===== src/rtl/array_prod_dot_if.sv =====
// rtl/array_prod_dot_if.sv - operand/result bundle for the dot-product engine
// The testbench drives the operands through master; the engine uses slave.
interface array_prod_dot_if #(
  parameter int ARRAY_SZ = 8,
  parameter int QN       = 6,
  parameter int QM       = 11
);
  localparam int BITWIDTH     = QN + QM + 1;
  localparam int VEC_BITWIDTH = ARRAY_SZ * BITWIDTH;

  logic [VEC_BITWIDTH-1:0] rowVec;
  logic [VEC_BITWIDTH-1:0] colVec;
  logic                    dataReady;
  logic [BITWIDTH-1:0]     result;

  modport master (
    output rowVec,
    output colVec,
    input  dataReady,
    input  result
  );

  modport slave (
    input  rowVec,
    input  colVec,
    output dataReady,
    output result
  );
endinterface


===== src/rtl/array_prod_dot.sv =====
// rtl/array_prod_dot.sv - sequential signed fixed-point dot product with saturation
// One dot product per reset release; result and dataReady stay put until reset.
module array_prod_dot #(
  parameter int ARRAY_SZ = 8,
  parameter int QN       = 6,
  parameter int QM       = 11
) (
  input  logic          clock,
  input  logic          reset,
  array_prod_dot_if.slave bus
);
  localparam int BITWIDTH     = QN + QM + 1;
  localparam int PROD_W       = 2 * BITWIDTH;
  localparam int ACC_BITWIDTH = PROD_W + $clog2(ARRAY_SZ);
  localparam int IDX_W        = $clog2(ARRAY_SZ);
  localparam logic [IDX_W-1:0] IDX_LAST = IDX_W'(ARRAY_SZ - 1);
  localparam logic signed [ACC_BITWIDTH-1:0] SAT_MAX =
    {{(ACC_BITWIDTH-BITWIDTH+1){1'b0}}, {(BITWIDTH-1){1'b1}}};
  localparam logic signed [ACC_BITWIDTH-1:0] SAT_MIN =
    {{(ACC_BITWIDTH-BITWIDTH+1){1'b1}}, {(BITWIDTH-1){1'b0}}};

  typedef enum logic [1:0] {
    IDLE  = 2'd0,
    RUN   = 2'd1,
    DRAIN = 2'd2,
    DONE  = 2'd3
  } state_t;

  state_t                           state_q, state_d;
  logic [IDX_W-1:0]                 idx_q, idx_d;
  logic [PROD_W-1:0]                prod_q, prod_d;
  logic                             prod_vld_q, prod_vld_d;
  logic signed [ACC_BITWIDTH-1:0]   acc_q, acc_d;
  logic [BITWIDTH-1:0]              result_q, result_d;
  logic                             ready_q, ready_d;

  logic [BITWIDTH-1:0]              a_el, b_el;
  logic [PROD_W-1:0]                prod_full;
  logic signed [ACC_BITWIDTH-1:0]   prod_ext;
  logic signed [ACC_BITWIDTH-1:0]   scaled;
  logic [BITWIDTH-1:0]              sat_val;

  always_comb begin
    a_el = '0;
    b_el = '0;
    for (int k = 0; k < ARRAY_SZ; k++) begin
      if (idx_q == IDX_W'(k)) begin
        a_el = bus.rowVec[k*BITWIDTH +: BITWIDTH];
        b_el = bus.colVec[k*BITWIDTH +: BITWIDTH];
      end
    end
  end

  // Both operands are sign-extended to the product width, so the low PROD_W
  // bits of the unsigned multiply are the exact two's-complement product.
  assign prod_full = {{BITWIDTH{a_el[BITWIDTH-1]}}, a_el} *
                     {{BITWIDTH{b_el[BITWIDTH-1]}}, b_el};
  assign prod_ext  = {{(ACC_BITWIDTH-PROD_W){prod_q[PROD_W-1]}}, prod_q};

  // Arithmetic shift drops QM fraction bits, rounding toward minus infinity.
  assign scaled = acc_q >>> QM;

  always_comb begin
    sat_val = scaled[BITWIDTH-1:0];
    if (scaled > SAT_MAX) begin
      sat_val = SAT_MAX[BITWIDTH-1:0];
    end else if (scaled < SAT_MIN) begin
      sat_val = SAT_MIN[BITWIDTH-1:0];
    end
  end

  always_comb begin
    state_d    = state_q;
    idx_d      = idx_q;
    prod_d     = prod_q;
    prod_vld_d = 1'b0;
    acc_d      = acc_q;
    result_d   = result_q;
    ready_d    = ready_q;

    if (prod_vld_q) begin
      acc_d = acc_q + prod_ext;
    end

    case (state_q)
      IDLE, RUN: begin
        prod_d     = prod_full;
        prod_vld_d = 1'b1;
        if (idx_q == IDX_LAST) begin
          state_d = DRAIN;
        end else begin
          idx_d   = idx_q + 1'b1;
          state_d = RUN;
        end
      end
      DRAIN: begin
        // First DRAIN cycle folds in the last product; the second publishes.
        if (!prod_vld_q) begin
          result_d = sat_val;
          ready_d  = 1'b1;
          state_d  = DONE;
        end
      end
      DONE: begin
        state_d = DONE;
      end
      default: begin
        state_d = IDLE;
      end
    endcase
  end

  always_ff @(posedge clock or negedge reset) begin
    if (!reset) begin
      state_q    <= IDLE;
      idx_q      <= '0;
      prod_q     <= '0;
      prod_vld_q <= 1'b0;
      acc_q      <= '0;
      result_q   <= '0;
      ready_q    <= 1'b0;
    end else begin
      state_q    <= state_d;
      idx_q      <= idx_d;
      prod_q     <= prod_d;
      prod_vld_q <= prod_vld_d;
      acc_q      <= acc_d;
      result_q   <= result_d;
      ready_q    <= ready_d;
    end
  end

  assign bus.dataReady = ready_q;
  assign bus.result    = result_q;
endmodule


===== src/flat_wrapper.sv =====
// flat-port wrapper written by rule: the top's interface ports become plain ports
module array_prod_dot_flat 
#(
  parameter int ARRAY_SZ = 8,
  parameter int QN       = 6,
  parameter int QM       = 11
)
  (clock, reset, bus_rowVec, bus_colVec, bus_dataReady, bus_result);
  array_prod_dot_if #(.ARRAY_SZ(ARRAY_SZ), .QN(QN), .QM(QM)) bus_i ();
  input  logic clock;
  input  logic reset;
  input wire logic [$bits(bus_i.rowVec)-1:0] bus_rowVec;
  input wire logic [$bits(bus_i.colVec)-1:0] bus_colVec;
  output wire logic [$bits(bus_i.dataReady)-1:0] bus_dataReady;
  output wire logic [$bits(bus_i.result)-1:0] bus_result;
  assign bus_i.rowVec = bus_rowVec;
  assign bus_i.colVec = bus_colVec;
  assign bus_dataReady = bus_i.dataReady;
  assign bus_result = bus_i.result;
  array_prod_dot #(.ARRAY_SZ(ARRAY_SZ), .QN(QN), .QM(QM)) u_core (.clock(clock), .reset(reset), .bus(bus_i));
endmodule

===== config.mk =====
export PLATFORM = sky130hd
export DESIGN_NAME = array_prod_dot_flat
export DESIGN_NICKNAME = d
export VERILOG_FILES = /design/src/rtl/array_prod_dot_if.sv /design/src/rtl/array_prod_dot.sv /design/src/flat_wrapper.sv
export SDC_FILE = /design/constraint.sdc
export NUM_CORES = 1
export LEC_CHECK = 0
export CORE_MARGIN = 5
export CORE_UTILIZATION = 55
export CTS_CLUSTER_DIAMETER = 120
export DETAILED_ROUTE_END_ITERATION = 12
export PLACE_DENSITY_LB_ADDON = 0.25
export SLEW_MARGIN = 20
export SYNTH_ARGS = -nofsm -noshare
export SYNTH_HDL_FRONTEND = slang
export SYNTH_SLANG_ARGS = --single-unit

===== constraint.sdc =====
create_clock -name clock -period 10.6 [get_ports clock]
set_input_delay 2.65 -clock clock [delete_from_list [all_inputs] [get_ports clock]]
set_output_delay 2.65 -clock clock [all_outputs]
set_load 0.02 [all_outputs]

Word level (Yosys, flattened, before mapping). Cells that the tools add are included.

Add/sub/neg operators: 2. Bitwise logic cells: 2. Reductions and logical operators: 5. $lt $le $gt $ge: 2. Equality and inequality tests: 11. Mux-type cells: 22. $mul: 1.

Operators by type and width (count): 18-bit two-way mux (18); 39-bit by 36-bit adder with 39-bit output (1); 18-bit by 18-bit multiplier with 36-bit output (1); 28-bit by 18-bit > comparator with 1-bit output, second input constant (1); 28-bit by 18-bit < comparator with 1-bit output, second input constant (1); 3-bit == test, second input constant (4); 3-bit by 2-bit == test with 1-bit output, second input constant (2); 2-bit one-hot mux with 3 select lines (1); 2-bit == test, second input constant (2); 2-bit two-way mux (2); 2-bit AND reduction (2); 3-bit by 1-bit adder with 3-bit output, second input constant (1); 3-bit by 1-bit == test with 1-bit output, second input constant (1); 3-bit zero test (1); 2-bit by 1-bit == test with 1-bit output, second input constant (1); 2-bit zero test (1); 2-bit != test, second input constant (1); 1-bit inverter (2); 2-bit OR reduction (1); 1-bit two-way mux (1).

Output and inout bits: 19. Bits of input ports: 290. Word-level logic and storage cells: 52. Bits in registers: 100.

Longest topological paths before layout. Gate-level depths: netlist of run 1.

Depth in word-level cells: 10. Depth in mapped cells: 36. Depth with buffers taken out: 31.

Worst setup path after synthesis of run 1. No wires, ideal clock.

Kind: input-to-reg. Start point: input bus_colVec[21]. End point: register u_core.prod_q[32]. Arrival time: 8.978 ns. Setup slack: 1.518 ns. Setup time: 0.104 ns. Required time: 10.496 ns. Stages: 27. Path buffers: 0. Path through: a221oi_1 > o311ai_1 > o21ai_0 > nor2_1 > a21oi_1 > a221oi_2 > nand2b_1 > fa_1 > inv_1 > fa_1 > inv_1 > fa_1 > inv_1 > fa_1 > fa_1 > inv_1 > fa_1 > inv_1 > ha_1 > and4_1 > nor4b_1 > nor4b_1 > nand3b_1 > o31ai_2 > o21ai_0 > a211o_1 > o311ai_1.

Longest elaborated chain between the ends: 8.

Ends and longest elaborated chain: from (decl) (line flat_wrapper.sv:13) `input wire logic [$bits(bus_i.colVec)-1:0] bus_colVec;`; 18-bit two-way mux (7 in series) (line array_prod_dot.sv:47) `if (idx_q == IDX_W'(k)) begin`; 18-bit by 18-bit multiplier with 36-bit output (line array_prod_dot.sv:56) `assign prod_full = {{BITWIDTH{a_el[BITWIDTH-1]}}, a_el} *`; to (signal assigned) (line array_prod_dot.sv:125) `prod_q <= prod_d;`; to (decl) (line array_prod_dot.sv:31) `logic [PROD_W-1:0] prod_q, prod_d;`.

No other way between the ends. A chain may end at the register's enable or synchronous reset.

Worst setup path in the final report of run 1.
Start point: input bus_colVec[14]. End point: register u_core.prod_q[35].

Longest elaborated chain between the ends: 9.

Ends and longest elaborated chain (line): 18-bit two-way mux (8 in series) (array_prod_dot.sv:47); 18-bit by 18-bit multiplier with 36-bit output (array_prod_dot.sv:56).

No other way between the ends.

==> results of run 1 <==
-- metrics by stage --
step / utilization / hold WS (ps)
after floorplan: - / 455.7
after global placement: 0.6538 / 451.4
after detailed placement: 0.6538 / 470.5
after CTS: 0.6621 / 486.5
after global routing: 0.6625 / 498.6
final: 0.6625 / 474.3
-- kinds of logic (layout without fill, tap and decap cells) --
logic type                 after synthesis  after routing
xor gates and xnor gates                56             56
DFF                                    100            100
adders and majority gates              467            467
AOI/OAI and AO/OA                      476            476
muxes                                   34             34
and+or+nand+nor                        761            761
buffers and inverters                  571            839
other                                    0              2
-- worst paths after layout --
| path | end | slack, ps |
|---|---|---|
| worst min-delay path | u_core.bus.dataReady | 470 |
| worst max register to register | u_core.prod_q[35] | 1470 |
| worst min register to register | u_core.bus.dataReady | 470 |
| min in group asynchronous | u_core.acc_q[8] | 2330 |
| worst max-delay path | u_core.prod_q[35] | 370 |
| max in group asynchronous | u_core.state_q[1] | 7200 |
-- Yosys cell counts, types with 38 or more instances --
master      n  share of area
nor2_1    294          0.053
nor3_1     52          0.012
dfrtp_1   100           0.12
nand2_1   250          0.045
o21ai_0    88          0.021
inv_1     451          0.081
a221oi_1   38          0.016
buf_2      41         0.0098
fa_1      330           0.32
xnor2_1    38          0.016
ha_1      137          0.082
a21oi_1   129          0.031
clkbuf_1   53         0.0095
-- flip-flops by register name, indices dropped and copies added (netlist names) --
register,cells
u_core.acc_q,39
u_core.bus.dataReady,1
u_core.bus.result,18
u_core.idx_q,3
u_core.prod_q,36
u_core.prod_vld_q,1
u_core.state_q,2
-- layout by cell type (no fill, tap or decap), types with 35 or more instances in the layout --
master,n
nand2_1,249
o21ai_0,88
nor3_1,51
clkdlybuf4s50_1,307
xnor2_1,38
nor2_1,294
fa_1,330
a221oi_1,38
buf_4,62
inv_1,451
ha_1,135
a21oi_1,128
dfrtp_1,99
o311ai_1,35
-- worst max-delay path: stages --
cell             delay (ps)
clkdlybuf4s50_1         460
a221oi_1                 80
o311ai_1                300
o21ai_0                 220
nor2_1                  360
a21oi_1                 120
a221oi_4                620
buf_4                   300
nand2_1                  80
fa_1                    500
inv_1                    60
fa_1                    500
fa_1                    560
fa_1                    470
fa_1                    500
inv_1                    50
fa_1                    470
inv_1                    40
ha_1                    360
a21o_1                  210
a21oi_1                 160
o21ai_0                 190
a221oi_1                600
o31ai_1                 180
xnor2_1                 160
mux2_2                  270
-- routing by layer --
| layer | share of wire | up-vias |
|---|---|---|
| met5 | 0 | - |
| met4 | 0.056 | 0 |
| met3 | 0.077 | 198 |
| met2 | 0.48 | 861 |
| met1 | 0.38 | 9156 |
| li1 | - | 8556 |
-- final cells by class --
type / instances / area, um^2
clock buffers: 11 / 252.7
fillers: 3177 / 12710
repair buffers: 371 / 3578
flip-flops and latches: 100 / 2504
well taps: 511 / 639.4
multi-input cells: 1794 / 16220
clock inverters: 5 / 58.81
diodes: 2 / 5.005
inverters: 452 / 1697
==> impl_metrics.csv, run 1 <==
group,metric,value,unit
status,outcome,"finished, final reports clean",
sta,slew_headroom,0.2545,
place,gp_congestion,0.9950,
cts,post_cts_buffers,0,
place,place_area,0.02463,mm^2
finish,layout-drive-gt1-share,0.06111,
routing,remaining_drc_errors,0,
finish,fin_area,0.02496,mm^2
synthesis,ys_types,75,
job,max-cap-violations,0,
cts,post_cts_resized,0,
cts,clockRootBuffer,"clkbuf_16",
grt,grt.met1_usage,0.3944,
cts,cts.sinks,100,
synthesis,synth-compound-area-share,0.1719,
routing,drt_iter0_markers,1348,
grt,grt_max_degree,94,
synthesis,syn_nets,3222,
cts,cts_tree,"done",
sta,period_needed,10230,ps
routing,wirelength,66.12,mm
hold_path,whs_path_depth,1,
finish,areaGrowthSynthToFinish,19.15,%
grt,busiest_layer,"met2",
grt,grt_pass1_vias,19960,
worst_setup_path,rr_startpoint,"u_core.idx_q[0]",
grt,antenna_found_initial,2,
grt,gr-usage-met2,0.5520,
synthesis,synthFlopType,"dfrtp_1",
finish,finalNonFillerCells,3246,
synthesis,synth-adder-area-share,0.3973,
sta,slew_viol_final,0,
worst_setup_path,cp-startpoint,"bus_colVec[14]",
routing,routedWlPerCell,20.37,um
routing,viasPerCell,5.783,
synthesis,synthSimpleGateAreaFrac,0.1614,
routing,detail_route.first_pass.iterations,5,
grt,grt-ovfl-total,0,
hold_path,hp-start,"u_core.bus.dataReady",
routing,ant_nets,0,
grt,grt_pass1_wl,106.3,mm
cts,numCtsBuffers,9,
sta,setup_tns,0,ps
synthesis,synth.yosys.seq_area_share,0.1195,
grt,use_met3,0.05034,
sta,grt_setup_unrepaired,"no",
synthesis,synth_xor_area_frac,0.02342,
worst_setup_path,r2r.worst_path.cells,29,
hold_path,min-delay-path-class,"flop to flop",
die,num_rows,71,
worst_setup_path,crit_arrival,10470,ps
sta,finalSetupViolCount,0,
die,design.die.area,0.04208,mm^2
worst_setup_path,worstSetupPathType,"input port to flop",
synthesis,synth_edf_count,0,
die,start_util,0.5560,
sta,fin_ws,370.1,ps
place,dp.final_hpwl,56.65,mm
die,ioPinCount,309,
worst_setup_path,crit_required,10840,ps
synthesis,synth_top_family_by_area,"adder cells",
finish,num-nets-final,3485,
cts,clkSlewWorstSetupHoldPaths,70,ps
synthesis,synth_area,0.02094,mm^2
grt,grt_util_all_layers,0.3198,
worst_setup_path,crit_path_end_kind,"flop",
die,fp.dieW,205.1,um
synthesis,yosys_warnings,0,
synthesis,ys_ff_latch,100,
place,dpl_worst_slack,-180.7,ps
place,place_inst,3228,
die,die_h,205.1,um
cts,insertion_delay,350,ps
sta,finalHoldViolCount,0,
synthesis,synth_mux_area_frac,0.01810,
die,core_area,0.03767,mm^2
worst_setup_path,start_kind,"input port",
synthesis,avgSynthCellArea,8.496,um^2
sta,period_share,0.9651,
cts,clock_path_buffers,2,
sta,worstMarginPinSlew,1090,ps
place,io_buffers,308,
worst_setup_path,crit_path_max_fanout,10,
sta,fmax,97.75,MHz
cts,hold_buffers,0,
synthesis,synth_cells,2465,
sta,clock-skew-final,7.759,ps
cts,cts_max_level,3,
synthesis,postSynth.asyncResetShare,1.000,
routing,via_count,18770,
Power of run 1 is not shown: default switching activity piles up to over one toggle a cycle in this logic, so the estimate is an artifact.
==> run 2: changes to the inputs <==
--- a/config.mk
+++ b/config.mk
@@ -5,11 +5,14 @@
 export SDC_FILE = /design/constraint.sdc
 export NUM_CORES = 1
 export LEC_CHECK = 0
+export CAP_MARGIN = 25
 export CORE_MARGIN = 5
 export CORE_UTILIZATION = 55
 export CTS_CLUSTER_DIAMETER = 120
 export DETAILED_ROUTE_END_ITERATION = 12
 export PLACE_DENSITY_LB_ADDON = 0.25
+export RECOVER_POWER = 100
+export SETUP_SLACK_MARGIN = 0.4
 export SLEW_MARGIN = 20
 export SYNTH_ARGS = -nofsm -noshare
 export SYNTH_HDL_FRONTEND = slang
==> run 2 against run 1 <==
Net effect:
- the flow now finishes with violations (max-capacitance violations, max-slew violations)
- non-clock buffer count up 9
- count of clock-buffer cells in the layout did not move
- register-to-register slack gained 290 ps
- via count is essentially flat
- critical path type unchanged
- critical endpoint is now u_core.prod_q[32]
- die area unchanged
- flip-flop and latch count unchanged
- clock skew about the same
- highest routed layer unchanged
- critical path depth increased by 2
- global-route usage is essentially flat
- first-iteration DRC count decreased by 2.9%
- wire length up 0.95%
==> impl_metrics.csv, run 2 (same netlist as run 1, synthesis figures left out) <==
group,metric,value,unit
die,core_area,0.03767,mm^2
cts,clock_path_buffers,2,
sta,setup_tns,0,ps
grt,grt_max_degree,94,
worst_setup_path,start_kind,"input port",
sta,period_needed,9964,ps
die,num_rows,71,
finish,fin_area,0.02505,mm^2
finish,final_common_cell,"inv_1",
job,max-cap-violations,3,
cts,cts_max_level,3,
die,fp.dieW,205.1,um
grt,antenna_found_initial,2,
die,die_h,205.1,um
finish,fin_util,0.6651,
status,violations,"max-capacitance violations, max-slew violations",
routing,remaining_drc_errors,0,
routing,via_count,18790,
sta,finalHoldViolCount,0,
hold_path,whs_path_depth,1,
place,dp.final_hpwl,56.85,mm
place,gp_congestion,0.9950,
worst_setup_path,crit_path_max_fanout,9,
grt,grt_pass1_vias,19910,
cts,clockRootBuffer,"clkbuf_16",
routing,drt_iter0_markers,1309,
sta,worstMarginPinSlew,2938,ps
sta,period_share,0.9400,
cts,numCtsBuffers,9,
routing,ant_nets,0,
cts,insertion_delay,350,ps
die,start_util,0.5560,
hold_path,hold_end,"u_core.bus.dataReady",
sta,grt_setup_unrepaired,"yes",
grt,grt_util_all_layers,0.3201,
sta,fmax,100.4,MHz
grt,grt_pass1_wl,106.6,mm
worst_setup_path,crit_required,10840,ps
worst_setup_path,crit_path_end_kind,"flop",
worst_setup_path,r2r.worst_path.cells,28,
finish,final_cell_mix,"inv_1, fa_1, nor2_1, clkdlybuf4s50_1, nand2_1",
worst_setup_path,crit_arrival,10210,ps
routing,detail_route.first_pass.iterations,5,
finish,fillers,3194,
worst_setup_path,reg2reg_to,"u_core.prod_q[32]",
routing,wirelength,66.74,mm
finish,regMostFlops,"u_core.acc_q",
worst_setup_path,rr_startpoint,"u_core.idx_q[2]",
cts,hold_buffers,0,
sta,hold_ws,479.9,ps
routing,viasPerCell,5.772,
finish,layout-drive-gt1-share,0.06492,
finish,num-nets-final,3494,
finish,areaGrowthSynthToFinish,19.62,%
worst_setup_path,ff2ff_setup_slack,1760,ps
cts,clkSlewWorstSetupHoldPaths,70,ps
cts,cts_tree,"done",
grt,grt-ovfl-total,0,
finish,largest_reg_flops,39,
status,outcome,"finished with violations",
place,io_buffers,308,
sta,clock-skew-final,7.669,ps
worst_setup_path,worstSetupPathType,"input port to flop",
die,design.die.area,0.04208,mm^2
hold_path,min-delay-path-class,"flop to flop",
hold_path,hp-start,"u_core.bus.dataReady",
die,ioPinCount,309,
sta,finalSetupViolCount,0,
place,place_area,0.02463,mm^2
cts,cts.sinks,100,
sta,slew_headroom,-0.9590,
sta,slew_viol_final,157,
routing,routedWlPerCell,20.51,um
==> run 2: cell types whose count changed in the layout (fill, tap and decap cells not counted), sizes merged <==
cell and delta:
clkbuf +8, buf +1, dlygate4sd3 +21, clkdlybuf4s50 -21
==> run 2: worst max-delay path by stage <==
stage / from / to / slack [ps] / cells past startpoint
floorplan: bus_colVec[21] / u_core.prod_q[32] / 1520 / 27
CTS: bus_colVec[23] / u_core.prod_q[35] / 400 / 26
finish: bus_rowVec[23] / u_core.prod_q[32] / 640 / 28
detailed placement: bus_colVec[23] / u_core.prod_q[35] / -220 / 26
global route: bus_rowVec[23] / u_core.prod_q[32] / 200 / 27
global placement: bus_colVec[23] / u_core.prod_q[35] / -80 / 26
==> run 2: critical path, stage by stage <==
cell           delay (ps)
dlygate4sd3_1         540
a221oi_1              250
o311ai_0              140
o21ai_0               140
nor2_1                 80
a21oi_1               340
a221o_1               530
nor2_1                120
fa_1                  500
inv_1                  50
fa_1                  470
fa_1                  530
fa_1                  550
inv_1                  50
fa_1                  470
inv_1                  50
fa_1                  480
inv_1                  50
ha_1                  310
nor2_1                110
clkbuf_1              230
nor4b_1                90
nor4b_1               150
nand3b_1              250
o31ai_1               440
o21ai_1               210
a211o_1               310
o311ai_0               90
==> run 2: what timing repair did <==
| action | in CTS | in global routing |
|---|---|---|
| setup endpoints to repair | 4 | 11 |
| resized for setup | 1 | 22 |
| pin swaps | 1 | 4 |
| buffers inserted | 0 | 8 |
==> run 2: cell type report <==
class | count | area [um^2] | area share
antenna | 2 | 5.005 | 0.0001998
multi-input combinational | 1794 | 16240 | 0.6481
inverter | 452 | 1697 | 0.06772
timing repair buffer | 380 | 3661 | 0.1461
clock buffer | 11 | 252.7 | 0.01009
clock inverter | 5 | 58.81 | 0.002347
tap | 511 | 639.4 | 0.02552
sequential | 100 | 2504 | 0.09993
==> run 2: layer usage <==
| layer | wire length, um | track usage | vias to the layer above |
|---|---|---|---|
| met5 | 0 | 0 | - |
| met4 | 3633 | 0.1419 | 0 |
| met3 | 5161 | 0.04812 | 183 |
| met2 | 32080 | 0.5534 | 929 |
| met1 | 25870 | 0.3987 | 9091 |
| li1 | - | - | 8584 |
==> run 2: through the flow <==
| step | instances | worst slack [ps] |
|---|---|---|
| global route | 3255 | 201.0 |
| floorplan | 2465 | 1518 |
| detailed placement | 3229 | -221.8 |
| finish | 3255 | 635.9 |
| global placement | 3228 | -82.85 |
| CTS | 3245 | 403.4 |
Power of run 2 is left out for the same reason.
==> run 3: changes to the inputs <==
--- a/config.mk
+++ b/config.mk
@@ -11,7 +11,6 @@
 export CTS_CLUSTER_DIAMETER = 120
 export DETAILED_ROUTE_END_ITERATION = 12
 export PLACE_DENSITY_LB_ADDON = 0.25
-export RECOVER_POWER = 100
 export SETUP_SLACK_MARGIN = 0.4
 export SLEW_MARGIN = 20
 export SYNTH_ARGS = -nofsm -noshare
==> run 3 against run 2 <==
Net effect:
- cell count unchanged
- flip-flop and latch count unchanged
- global-route usage unchanged
- the flow now finishes without violations
- wire length about the same
- sequential share of layout area about the same
- largest cell class unchanged
==> impl_metrics.csv, run 3 (same netlist as run 1, synthesis figures left out) <==
group,metric,value,unit
grt,grt_pass1_wl,106.6,mm
die,start_util,0.5560,
routing,wirelength,66.77,mm
finish,regArea,0.002504,mm^2
finish,largest_reg_flops,39,
routing,via_count,18750,
sta,fmax,101.5,MHz
cts,cts_tree,"done",
worst_setup_path,start_kind,"input port",
sta,finalHoldViolCount,0,
place,dpl_worst_slack,-221.8,ps
die,core_area,0.03767,mm^2
grt,grt-ovfl-total,0,
place,dp.final_hpwl,56.85,mm
place,io_buffers,308,
cts,insertion_delay,350,ps
finish,num-nets-final,3494,
die,design.die.area,0.04208,mm^2
die,num_rows,71,
sta,fin_ws,746.7,ps
sta,clock-skew-final,8.574,ps
grt,grt_pass1_vias,19910,
worst_setup_path,max_stage_delay,590,ps
job,max-cap-violations,0,
finish,multi_input_area,0.01627,mm^2
sta,period_needed,9853,ps
routing,detail_route.first_pass.iterations,5,
grt,grt_util_all_layers,0.3201,
worst_setup_path,worstSetupPathType,"input port to flop",
routing,remaining_drc_errors,0,
finish,regMostFlops,"u_core.acc_q",
die,die_h,205.1,um
die,ioPinCount,309,
finish,final_common_cell,"inv_1",
cts,cts.sinks,100,
routing,drt_iter0_markers,1349,
worst_setup_path,crit_path_max_fanout,18,
sta,slew_viol_final,0,
worst_setup_path,crit_required,10840,ps
routing,viasPerCell,5.761,
finish,areaGrowthSynthToFinish,19.91,%
worst_setup_path,cpMostUsedCell,"fa_1",
sta,period_share,0.9296,
worst_setup_path,crit_arrival,10090,ps
die,fp.dieW,205.1,um
worst_setup_path,worst-path-buf-inv,4,
cts,clkSlewWorstSetupHoldPaths,70,ps
sta,worstMarginPinSlew,1083,ps
cts,numCtsBuffers,9,
worst_setup_path,slowest_stage,"fa_1",
sta,finalSetupViolCount,0,
hold_path,min-delay-path-class,"flop to flop",
cts,clockRootBuffer,"clkbuf_16",
cts,clock_path_buffers,2,
cts,cts_max_level,3,
place,gp_congestion,0.9950,
routing,routedWlPerCell,20.51,um
finish,fillers,3173,
routing,ant_nets,0,
sta,grt_setup_unrepaired,"yes",
finish,final_cell_mix,"inv_1, fa_1, clkdlybuf4s50_1, nor2_1, nand2_1",
cts,hold_buffers,0,
status,outcome,"finished, final reports clean",
sta,slew_headroom,0.2592,
worst_setup_path,crit_path_end_kind,"flop",
finish,fin_util,0.6668,
worst_setup_path,crit_family,"adder cells",
grt,grt_max_degree,94,
grt,antenna_found_initial,2,
finish,layout-drive-gt1-share,0.06966,
run 3: cell types whose count changed in the layout (fill, tap and decap cells not counted), moves of 4 or more:
cell,previous run,this run
clkbuf_1,8,0
o311ai_1,30,34
clkdlybuf4s50_1,286,307
dlygate4sd3_1,21,0
buf_4,58,66
o311ai_0,10,6
run 3: area by class of cell:
class,instances,share of cell area
inverter,452,0.06756
timing repair buffer,380,0.1470
clock inverter,5,0.002342
sequential,100,0.09969
antenna,2,0.0001993
multi-input combinational,1794,0.6477
clock buffer,11,0.01006
tap,511,0.02546
run 3: worst paths after layout:
check	slack [ps]	start	cells after the start	endpoint
max	750	bus_colVec[25]	25	u_core.prod_q[35]
max reg2reg	1760	u_core.idx_q[2]	30	u_core.prod_q[35]
min	480	u_core.bus.dataReady	1	u_core.bus.dataReady
min in group asynchronous	2330	reset	1	u_core.acc_q[8]
max in group asynchronous	7200	reset	2	u_core.state_q[1]
min reg2reg	480	u_core.bus.dataReady	1	u_core.bus.dataReady
run 3: what timing repair did:
| item | 4_1_cts | 5_1_grt |
|---|---|---|
| setup buffers | 0 | 8 |
| setup endpoints to repair | 4 | 11 |
| pin swaps | 1 | 4 |
| gates resized for setup | 1 | 22 |
run 3: routing by layer:
metal	vias to the layer above	global-route usage	share of wire
li1	8579	-	-
met1	9078	0.3987	0.39
met2	925	0.5534	0.48
met3	171	0.04812	0.076
met4	0	0.1419	0.053
met5	-	0	0
run 3: through the flow:
stage | cell area (um^2) | instances | TNS [ps] | hold slack [ps]
finish | 25110 | 3255 | 0 | 484.7
global route | 25110 | 3255 | 0 | 508.9
CTS | 24950 | 3245 | 0 | 492.3
detailed placement | 24630 | 3229 | -331.7 | 477.6
global placement | 24630 | 3228 | -82.85 | 451.4
floorplan | 20940 | 2465 | 0 | 455.7
Power of run 3 is left out for the same reason.
==> RTL edit (config.mk and constraints of run 2) <==
Take the reset off `result_q` and load it in a clocked block of its own.
--- a/src/rtl/array_prod_dot.sv
+++ b/src/rtl/array_prod_dot.sv
@@ -117,7 +117,6 @@
       prod_q     <= '0;
       prod_vld_q <= 1'b0;
       acc_q      <= '0;
-      result_q   <= '0;
       ready_q    <= 1'b0;
     end else begin
       state_q    <= state_d;
@@ -125,9 +124,12 @@
       prod_q     <= prod_d;
       prod_vld_q <= prod_vld_d;
       acc_q      <= acc_d;
-      result_q   <= result_d;
       ready_q    <= ready_d;
     end
+  end
+
+  always_ff @(posedge clock) begin
+    result_q <= result_d;
   end
 
   assign bus.dataReady = ready_q;
Function: no difference found for any inputs over 10 cycles, from zero or initial values and one cycle with reset low; that may be too few to reach the edited logic, so the function may still have changed.
==> RTL edit against run 2 <==
  * The run still ends with capacitance limit, slew limit left
  * Synthesized area fell by 4.4%
  * Routed wire length is 6.2% lower
  * Sequential share of layout area up 0.65 points
  * Worst setup slack got worse by 0.018 ns
  * Fmax fell by 0.18%
  * Sequential cell count is the same
  * Design area decreased by 2.7%
  * Clock skew is 0.0023 ns higher
  * Global-route usage down 1.4 points
Power is not shown: default switching activity piles up to over one toggle a cycle in this logic, so the estimate is an artifact.
==> RTL edit: results (changes against run 2) <==
synth:
  async_reset_ff_share_pct: 82.0  # -18 points
  synth_common_cells: "414 x inv_1, 330 x fa_1, 272 x nor2_1, 247 x nand2_1, 137 x ha_1"
  syn_nets: 3102  # -3.7%
  synth.distinct_cells: 67  # -11%
  synth_edf_count: 18  # +18
global_routing:
  grtUsageMet3_pct: 5.90  # +1.1 points
  grt_pass1_wl_mm: 99.6  # -6.6%
  grt_use_total_pct: 30.6  # -1.4 points
  met2_usage_pct: 52.4  # -2.9 points
  grt_max_degree: 69  # -27%
final_layout:
  nets: 3411  # -2.4%
  n_fill_cell: 2921  # -8.5%
  drive_above_1_share_pct: 6.47  # -0.023 points
timing:
  max_slew.worst_pin.slew_ns: 3.31  # +0.373 ns
  slew_violations: 113  # -28%
  fin_worst_skew_ns: 0.00998  # +0.00231 ns
setup_path:
  slowest_delay_ns: 0.91  # +0.36 ns
  cp.arrival_ns: 10.23  # +0.02 ns
  r2r_cells: 32  # +14%
  crit_path_end: "u_core.prod_q[34]$_DFFE_PN0P_"
  cp_slowest_cell: "a21oi_1"
  worstSetupStartpoint: "bus_rowVec[2]"
  r2r_end: "u_core.prod_q[33]$_DFFE_PN0P_"
route:
  vias: 18000  # -4.1%
  routedWlPerCell_um: 20.1  # -2.1%
  dr.pass1.iters: 7  # +2
  dr.first_iter.drc_count: 1392  # +6.3%
flow_run:
  cap_violations: 3  # unchanged
run_status:
  violations: "capacitance limit, slew limit"
  outcome: "finished with violations"
clocking:
  clock-root-buffer: "clkbuf_16"
place:
  place_congestion: 1.01  # +1.8%
==> RTL edit: timing repair <==
item	CTS	global route
hold endpoints to repair	0	0
buffers inserted	0	5
gates resized for setup	0	14
endpoints found under the setup margin	0	10
==> RTL edit: metrics by stage <==
step	instances	cell area, µm²	hold WS, ns	setup WS, ns
after floorplan	2345	20000	0.446	1.31
after global placement	3099	24000	0.451	0.245
after detailed placement	3099	24000	0.464	0.174
after CTS	3115	24300	0.480	0.530
after global routing	3121	24400	0.515	0.228
final	3121	24400	0.468	0.618
==> RTL edit: kinds of logic after synthesis <==
| family | share of synthesized area (%) |
|---|---|
| adders and majority gates | 41.5 |
| and+or+nand+nor | 13.8 |
| muxes | 2.07 |
| DFF | 12.9 |
| buffers and inverters | 10.2 |
| AOI/OAI and AO/OA | 16.5 |
| xor gates and xnor gates | 2.97 |
==> RTL edit: layout make-up <==
class / instances / area, µm² / share of cell area (%)
Timing Repair Buffer: 409 / 3850 / 15.8
Clock inverter: 6 / 111 / 0.457
Clock buffer: 10 / 229 / 0.939
Inverter: 415 / 1560 / 6.39
Multi-Input combinational cell: 1719 / 15500 / 63.4
Tap cell: 461 / 577 / 2.37
Antenna cell: 1 / 2.50 / 0.0103
Sequential cell: 100 / 2590 / 10.6
==> RTL edit: worst max-delay path, delay by kind of cell <==
| family | cells | cell delay [ns] |
|---|---|---|
| buf+inv | 3 | 0.51 |
| compound gates | 13 | 3.47 |
| mux | 1 | 0.23 |
| fa+ha+maj | 7 | 2.99 |
| simple gates | 3 | 0.37 |
==> RTL edit: per-layer routing <==
| layer | routed length, µm | vias to the layer above |
|---|---|---|
| met5 | 0 | - |
| met4 | 3440 | 0 |
| met3 | 5430 | 176 |
| met2 | 30300 | 866 |
| met1 | 23500 | 8777 |
| li1 | - | 8198 |
